### src/rtl/wb_arbiter.sv
// wb_arbiter: write-back arbiter merging several result sources into one
// register-file write port.
//   Priority mem > alu > imm > accelerator pair (round-robin between acc1/acc2).
//   Any source waiting STARVE_LIMIT cycles is promoted above that order; among
//   promoted sources the lowest wb_src_sel encoding wins.
//   Optional feature macro: ACC_WB_EN adds the acc1/acc2 sources.
// Ports:
//   clk, rst_n                 clock, synchronous active-low reset
//   <s>_valid/_rd/_data        request from source s (alu, mem, imm[, acc1, acc2])
//   <s>_ready                  combinational grant to source s
//   rf_we/rf_waddr/rf_wdata    registered register-file write port
//   wb_src_sel                 registered winning source encoding
//   wb_busy                    combinational: two or more requests pending
module wb_arbiter #(
  parameter int unsigned STARVE_LIMIT = 4
) (
  input  logic        clk,
  input  logic        rst_n,
  input  logic        alu_valid,
  input  logic [4:0]  alu_rd,
  input  logic [31:0] alu_data,
  output logic        alu_ready,
  input  logic        mem_valid,
  input  logic [4:0]  mem_rd,
  input  logic [31:0] mem_data,
  output logic        mem_ready,
  input  logic        imm_valid,
  input  logic [4:0]  imm_rd,
  input  logic [31:0] imm_data,
  output logic        imm_ready,
`ifdef ACC_WB_EN
  input  logic        acc1_valid,
  input  logic [4:0]  acc1_rd,
  input  logic [31:0] acc1_data,
  output logic        acc1_ready,
  input  logic        acc2_valid,
  input  logic [4:0]  acc2_rd,
  input  logic [31:0] acc2_data,
  output logic        acc2_ready,
`endif
  output logic        rf_we,
  output logic [4:0]  rf_waddr,
  output logic [31:0] rf_wdata,
  output logic [2:0]  wb_src_sel,
  output logic        wb_busy
);

`ifdef ACC_WB_EN
  localparam int unsigned NSRC = 5;
`else
  localparam int unsigned NSRC = 3;
`endif
  localparam int unsigned RD_W   = 5;
  localparam int unsigned DATA_W = 32;
  localparam int unsigned SEL_W  = 3;
  localparam int unsigned CNT_W  = 4;

  // Source vectors indexed by wb_src_sel encoding
  logic [NSRC-1:0]   valid;
  logic [NSRC-1:0]   grant;
  logic [NSRC-1:0]   starved;
  logic [RD_W-1:0]   rd       [NSRC];
  logic [DATA_W-1:0] data     [NSRC];
  logic [CNT_W-1:0]  wait_cnt [NSRC];
  logic              grant_any;
  logic [SEL_W-1:0]  grant_sel;
  logic [RD_W-1:0]   win_rd;
  logic [DATA_W-1:0] win_data;

  assign valid[0] = alu_valid;
  assign valid[1] = mem_valid;
  assign valid[2] = imm_valid;
  assign rd[0]    = alu_rd;
  assign rd[1]    = mem_rd;
  assign rd[2]    = imm_rd;
  assign data[0]  = alu_data;
  assign data[1]  = mem_data;
  assign data[2]  = imm_data;

  assign alu_ready = grant[0];
  assign mem_ready = grant[1];
  assign imm_ready = grant[2];

`ifdef ACC_WB_EN
  logic acc2_last;  // last accelerator granted was acc2; reset favours acc1

  assign valid[3]   = acc1_valid;
  assign valid[4]   = acc2_valid;
  assign rd[3]      = acc1_rd;
  assign rd[4]      = acc2_rd;
  assign data[3]    = acc1_data;
  assign data[4]    = acc2_data;
  assign acc1_ready = grant[3];
  assign acc2_ready = grant[4];

  // Round-robin pointer moves only when an accelerator is accepted
  always_ff @(posedge clk) begin
    if (!rst_n) begin
      acc2_last <= 1'b1;
    end else if (grant[3] || grant[4]) begin
      acc2_last <= grant[4];
    end
  end
`endif

  // Two or more bits set <=> clearing the lowest set bit leaves a nonzero value
  assign wb_busy = (valid & (valid - NSRC'(1))) != '0;

  always_comb begin
    for (int i = 0; i < int'(NSRC); i++) begin
      starved[i] = valid[i] && (wait_cnt[i] == CNT_W'(STARVE_LIMIT));
    end
  end

  // Winner selection: starved sources first (lowest encoding), then fixed order
  always_comb begin
    grant_any = 1'b0;
    grant_sel = '0;
    grant     = '0;
    win_rd    = '0;
    win_data  = '0;
    for (int i = 0; i < int'(NSRC); i++) begin
      if (!grant_any && starved[i]) begin
        grant_any = 1'b1;
        grant_sel = SEL_W'(i);
      end
    end
    if (!grant_any) begin
      grant_any = 1'b1;
      if (valid[1])      grant_sel = SEL_W'(1);
      else if (valid[0]) grant_sel = SEL_W'(0);
      else if (valid[2]) grant_sel = SEL_W'(2);
`ifdef ACC_WB_EN
      else if (valid[3] && valid[4]) grant_sel = acc2_last ? SEL_W'(3) : SEL_W'(4);
      else if (valid[3]) grant_sel = SEL_W'(3);
      else if (valid[4]) grant_sel = SEL_W'(4);
`endif
      else grant_any = 1'b0;
    end
    for (int i = 0; i < int'(NSRC); i++) begin
      if (grant_sel == SEL_W'(i)) begin
        grant[i] = grant_any && rst_n;
        win_rd   = rd[i];
        win_data = data[i];
      end
    end
  end

  // Wait counters: count blocked cycles, saturate at the starvation limit
  always_ff @(posedge clk) begin
    for (int i = 0; i < int'(NSRC); i++) begin
      if (!rst_n || !valid[i] || grant[i]) begin
        wait_cnt[i] <= '0;
      end else if (wait_cnt[i] != CNT_W'(STARVE_LIMIT)) begin
        wait_cnt[i] <= wait_cnt[i] + CNT_W'(1);
      end
    end
  end

  // Register-file write port; rd==0 updates the address/data but never writes
  always_ff @(posedge clk) begin
    if (!rst_n) begin
      rf_we      <= 1'b0;
      rf_waddr   <= '0;
      rf_wdata   <= '0;
      wb_src_sel <= '0;
    end else begin
      rf_we <= grant_any && (win_rd != '0);
      if (grant_any) begin
        rf_waddr   <= win_rd;
        rf_wdata   <= win_data;
        wb_src_sel <= grant_sel;
      end
    end
  end

endmodule

### config.mk
export PLATFORM = sky130hd
export DESIGN_NAME = wb_arbiter
export DESIGN_NICKNAME = d
export VERILOG_FILES = /design/src/rtl/wb_arbiter.sv
export SDC_FILE = /design/constraint.sdc
export NUM_CORES = 1
export LEC_CHECK = 0
export CAP_MARGIN = 20
export CORE_UTILIZATION = 38
export CTS_CLUSTER_DIAMETER = 150
export DETAILED_ROUTE_END_ITERATION = 8
export GPL_TIMING_DRIVEN = 0
export PLACE_DENSITY = 0.87
export SLEW_MARGIN = 10
export SYNTH_ARGS = -nofsm -noshare
export SYNTH_HDL_FRONTEND = slang
export SYNTH_SLANG_ARGS = --single-unit
### constraint.sdc
create_clock -name clk -period 2.1 [get_ports clk]
set_clock_uncertainty 0.05 [all_clocks]
set_input_delay 0.315 -clock clk [delete_from_list [all_inputs] [get_ports clk]]
set_output_delay 0.315 -clock clk [all_outputs]
set_load 0.01 [all_outputs]
# == Yosys cells after proc, flatten, opt, wreduce, memory -nomap -nowiden ==
# Memories as Yosys holds them, arrays and structs flattened.
# Cells that the tools add are included.
# classes
div_mod_pow,0
bitwise,4
muxes,40
shifts,0
add_sub_neg,4
n_reduce_logical,22
n_eq_ne,8
n_lt_le_gt_ge,0
mul,0
# op_table
cell,count
$mux 32,3
$mux 1,26
$mux 3,5
$mux 5,3
$add 4x1->4 const B,3
$eq 4x3->1 const B,3
$mux 4,3
$ne 4x3->1 const B,3
$logic_and 1x1->1,7
$logic_not 1->1,6
$logic_or 1x1->1,6
$reduce_bool 5->1,1
$and 3x3->3,1
$eq 3x1->1 const B,1
$eq 3x2->1 const B,1
$logic_not 3->1,1
$or 1x1->1,3
$reduce_bool 3->1,1
$sub 3x1->3 const B,1
# word_totals
in_bits,116
elab_cells,83
output_inout_bits,45
latchBits,0
regBits,41
ramBits,12
romBits,0
n_memories,1
# mem_list
memory,words,width,read_ports,rd_clocked_by_memory_dff,wr,line_no,text
wait_cnt,3,4,3,0,3,64,logic [CNT_W-1:0] wait_cnt [NSRC];

# == Longest topological paths before layout ==
# An unclocked memory read counts as a cell.
# logic_depth
word_depth,20
mapped_depth,8
ltp_nobuf,6

# == Worst setup path after synthesis ==
# Ideal clock, no wire load.
# synth_timing
path_type,reg2reg
start,memory wait_cnt[2][0]
end,register rf_waddr[0]
path_stages_with_launch,9
period_less_slack_ns,1.755
path_slack_ns,0.345
arrival_time_ns,1.583
cell_sequence,edfxtp_1 > inv_1 > ha_1 > and3b_1 > o2111a_1 > buf_6 > buf_6 > a32oi_1 > o21ai_1
# synth_rtl
element,line_no,text
"start, declared",64,
"end signal, assigned",170,rf_waddr <= win_rd;
"end, declared",42,"output logic [4:0] rf_waddr,"

==> out/summary.txt <==
Initial Utilization: 40.0%
TritonCTS buffer count: 5
Final wirelength: 9040 µm
Setup WS pre-CTS: -518 ps
Diode count: 0
Via count: 2920
XOR/XNOR Fraction of Synth Area: 1.89%
Drt pass-1 iters: 4
HP Class: in2reg
Fraction of the mapped netlist area in simple logic gates: 8.96%
Crit path max-delay family: flip-flops
Mux contribution to synthesized area: 13.0%
TritonCTS clock tree: done
Slew Limit Fails: 0
Largest net degree at the start of global routing: 17
Cell leakage power: 1.85 nW
IO buf count: 157
Arr. time, crit path: 1720 ps
Startpoint types: flip-flop
CTS root buf: clkbuf_8
RSZ-0062 raised after global routing: yes
Initial antenna violation count: 0
Final non-filler cell total: 544
Power Dens Cells: 511 nW/µm²
Critical path class: reg2out
CP Cell Sequence: inv_2 > ha_4 > nand4b_1 > o211ai_4 > buf_8 > nor2_2 > buf_2
Die X: 87.5 µm
Global placer's final weighted congestion: 0.784
Critical path capture point type: primary output
Adder-cell share of the synthesized area: 2.70%
Crit path required time: 1740 ps
Die Ht: 87.5 µm
Largest family of logic cells by synthesized area: compound AO/OA/AOI/OAI gates
Critical path's largest stage delay: 430 ps
Number of global-route vias before repair: 2957
Clock transition at path regs: 100 ps
Worst setup margin: 11.2 ps
Area fraction of the dominant cell type after synthesis: 28.8%
Switching portion of total power: 26.7%
Crit path time final: 2090 ps
Row cnt: 30
Post-synthesis sequential area ratio: 41.8%
VDD IR max: 0.291 mV
Vias per Instance: 5.37
Period utilisation layout: 99.5%
First-pass GRT wire length: 14000 µm
Total GRT Usage: 23.4%
HPWL reported at the end of detailed placement: 6680 µm
Comb pwr share: 28.9%
Synth Area in Compound Gates: 23.6%
Synth Flop Type: dfxtp_1
Gate Count Post-Synth: 267
Drt wl/cell: 16.6 µm
Dominant cell type by area after synthesis: dfxtp_1
Clk Latency, worst-skew pair: 300 ps
Placed cells: 523
Top fanout value on the critical path: 3
Max-Cap Viols: 0
Reg2Reg Setup Slack: 80 ps
Net Sw Power: 0.642 mW
Slew HR: 65.5%
WP buf/inv: 3
Clock H-tree levels: 2
GR Overflow Total: 0
Post-synth EDFFs: 12
CTS Buffer Depth: 2
Most instantiated library cell after synthesis: dfxtp_1
Slew at the pin closest to its max-slew limit: 517 ps
Power share of the clock group: 23.7%
Syn. warnings: 0
Mapped cell area: 2780 µm²
Total Die Area: 7660 µm²
Async SR Flop Fraction: 0%
Final hold violation count: 0
Syn avg cell area: 10.4 µm²
Yosys reg bits: 52
Boundary pin count: 161
Post-route ant nets: 0
Drt drc: 0
Outcome: finished, final reports clean
Area grow syn2layout: 69.1%
Final setup violating endpoints: 0
Commonest cells post-synth: dfxtp_1 (40), o21ai_1 (37), a32oi_1 (36), mux2i_1 (36), nor2_1 (15)
P_int: 1.76 mW
Sequential Power Share: 47.4%
Slowest CP cell: edfxtp_1
Clock sink count: 52
Post-layout net count: 569
Area contributors post-synth: dfxtp_1 (29%), mux2i_1 (13%), edfxtp_1 (13%), a32oi_1 (11%), o21ai_1 (6.7%)
Achievable Freq: 479 MHz
DR iter-0 viols: 167
Core Area: 6940 µm²
Yosys cell types: 44
Layout cell share with drive strength beyond 1: 12.7%
==> power by group through the flow <==
| stage | clock network [mW] | registers (mW) | logic [mW] |
|---|---|---|---|
| after floorplan | 0 | 1.19 | 0.213 |
| after global placement | 0 | 1.16 | 0.658 |
| after detailed placement | 0 | 1.16 | 0.670 |
| after CTS | 0.584 | 1.14 | 0.685 |
| after global routing | 0.633 | 1.15 | 0.740 |
| final | 0.569 | 1.14 | 0.695 |
==> area by class of cell <==
class | count | area (µm²)
clock inverter | 2 | 13.8
sequential | 52 | 1160
clock buffer | 6 | 72.6
buffer | 23 | 181
multi-input combinational | 184 | 1460
inverter | 11 | 41.3
timing repair buffer | 170 | 1650
fill | 539 | 2250
tap | 96 | 120
==> per-stage QoR <==
step	setup TNS, ps	utilization (%)	cell area [µm²]	hold WS (ps)	power, mW
CTS	-80.6	67.2	4670	372	2.40
global placement	-3890	64.5	4480	384	1.81
detailed placement	-5120	64.5	4480	390	1.83
finish	0	67.6	4700	388	2.40
global route	-80.4	67.6	4700	381	2.52
floorplan	0	-	2790	420	1.40
==> kinds of logic after synthesis <==
group / Yosys count
AOI/OAI and AO/OA: 90
DFF: 52
and+or+nand+nor: 41
muxes: 36
buffers and inverters: 34
adders and majority gates: 6
xor gates and xnor gates: 6
other: 2
==> sequential cells by signal, summed over array words and instances, names as in the netlist <==
register,count
rf_wdata,32
rf_we,1
wb_src_sel,2
wait_cnt,12
rf_waddr,5
==> placed cells by master, fill, tap and decap left out, drive strengths merged, types with 6 or more instances in the layout <==
master         count
buf               34
a32oi             36
inv               12
o21ai             40
clkbuf            11
clkdlybuf4s50    152
dfxtp             40
mux2i             36
nor2              16
edfxtp            12
ha                 6
==> metal layers <==
| layer | track usage (%) | vias to the layer above | wire [µm] |
|---|---|---|---|
| met3 | 6.07 | 16 | 635 |
| met1 | 27.8 | 1384 | 3670 |
| li1 | - | 1395 | - |
| met5 | 0 | - | 0 |
| met4 | 7.15 | 0 | 196 |
| met2 | 41.2 | 125 | 4540 |
==> repair_timing <==
action                     in CTS  in global routing
pin swaps                       2                  3
resized for setup              13                 13
buffers inserted               11                  2
setup endpoints to repair       4                 24
hold buffers                    0                  0
==> worst paths after layout <==
check,from,to,depth (start not counted)
max reg2reg,wait_cnt[2][0],rf_wdata[6],9
min,rst_n,wb_src_sel[1],2
max,wait_cnt[2][0],mem_ready,7
min reg2reg,rf_waddr[3],rf_waddr[3],2
(Power assumes the default switching activity.)
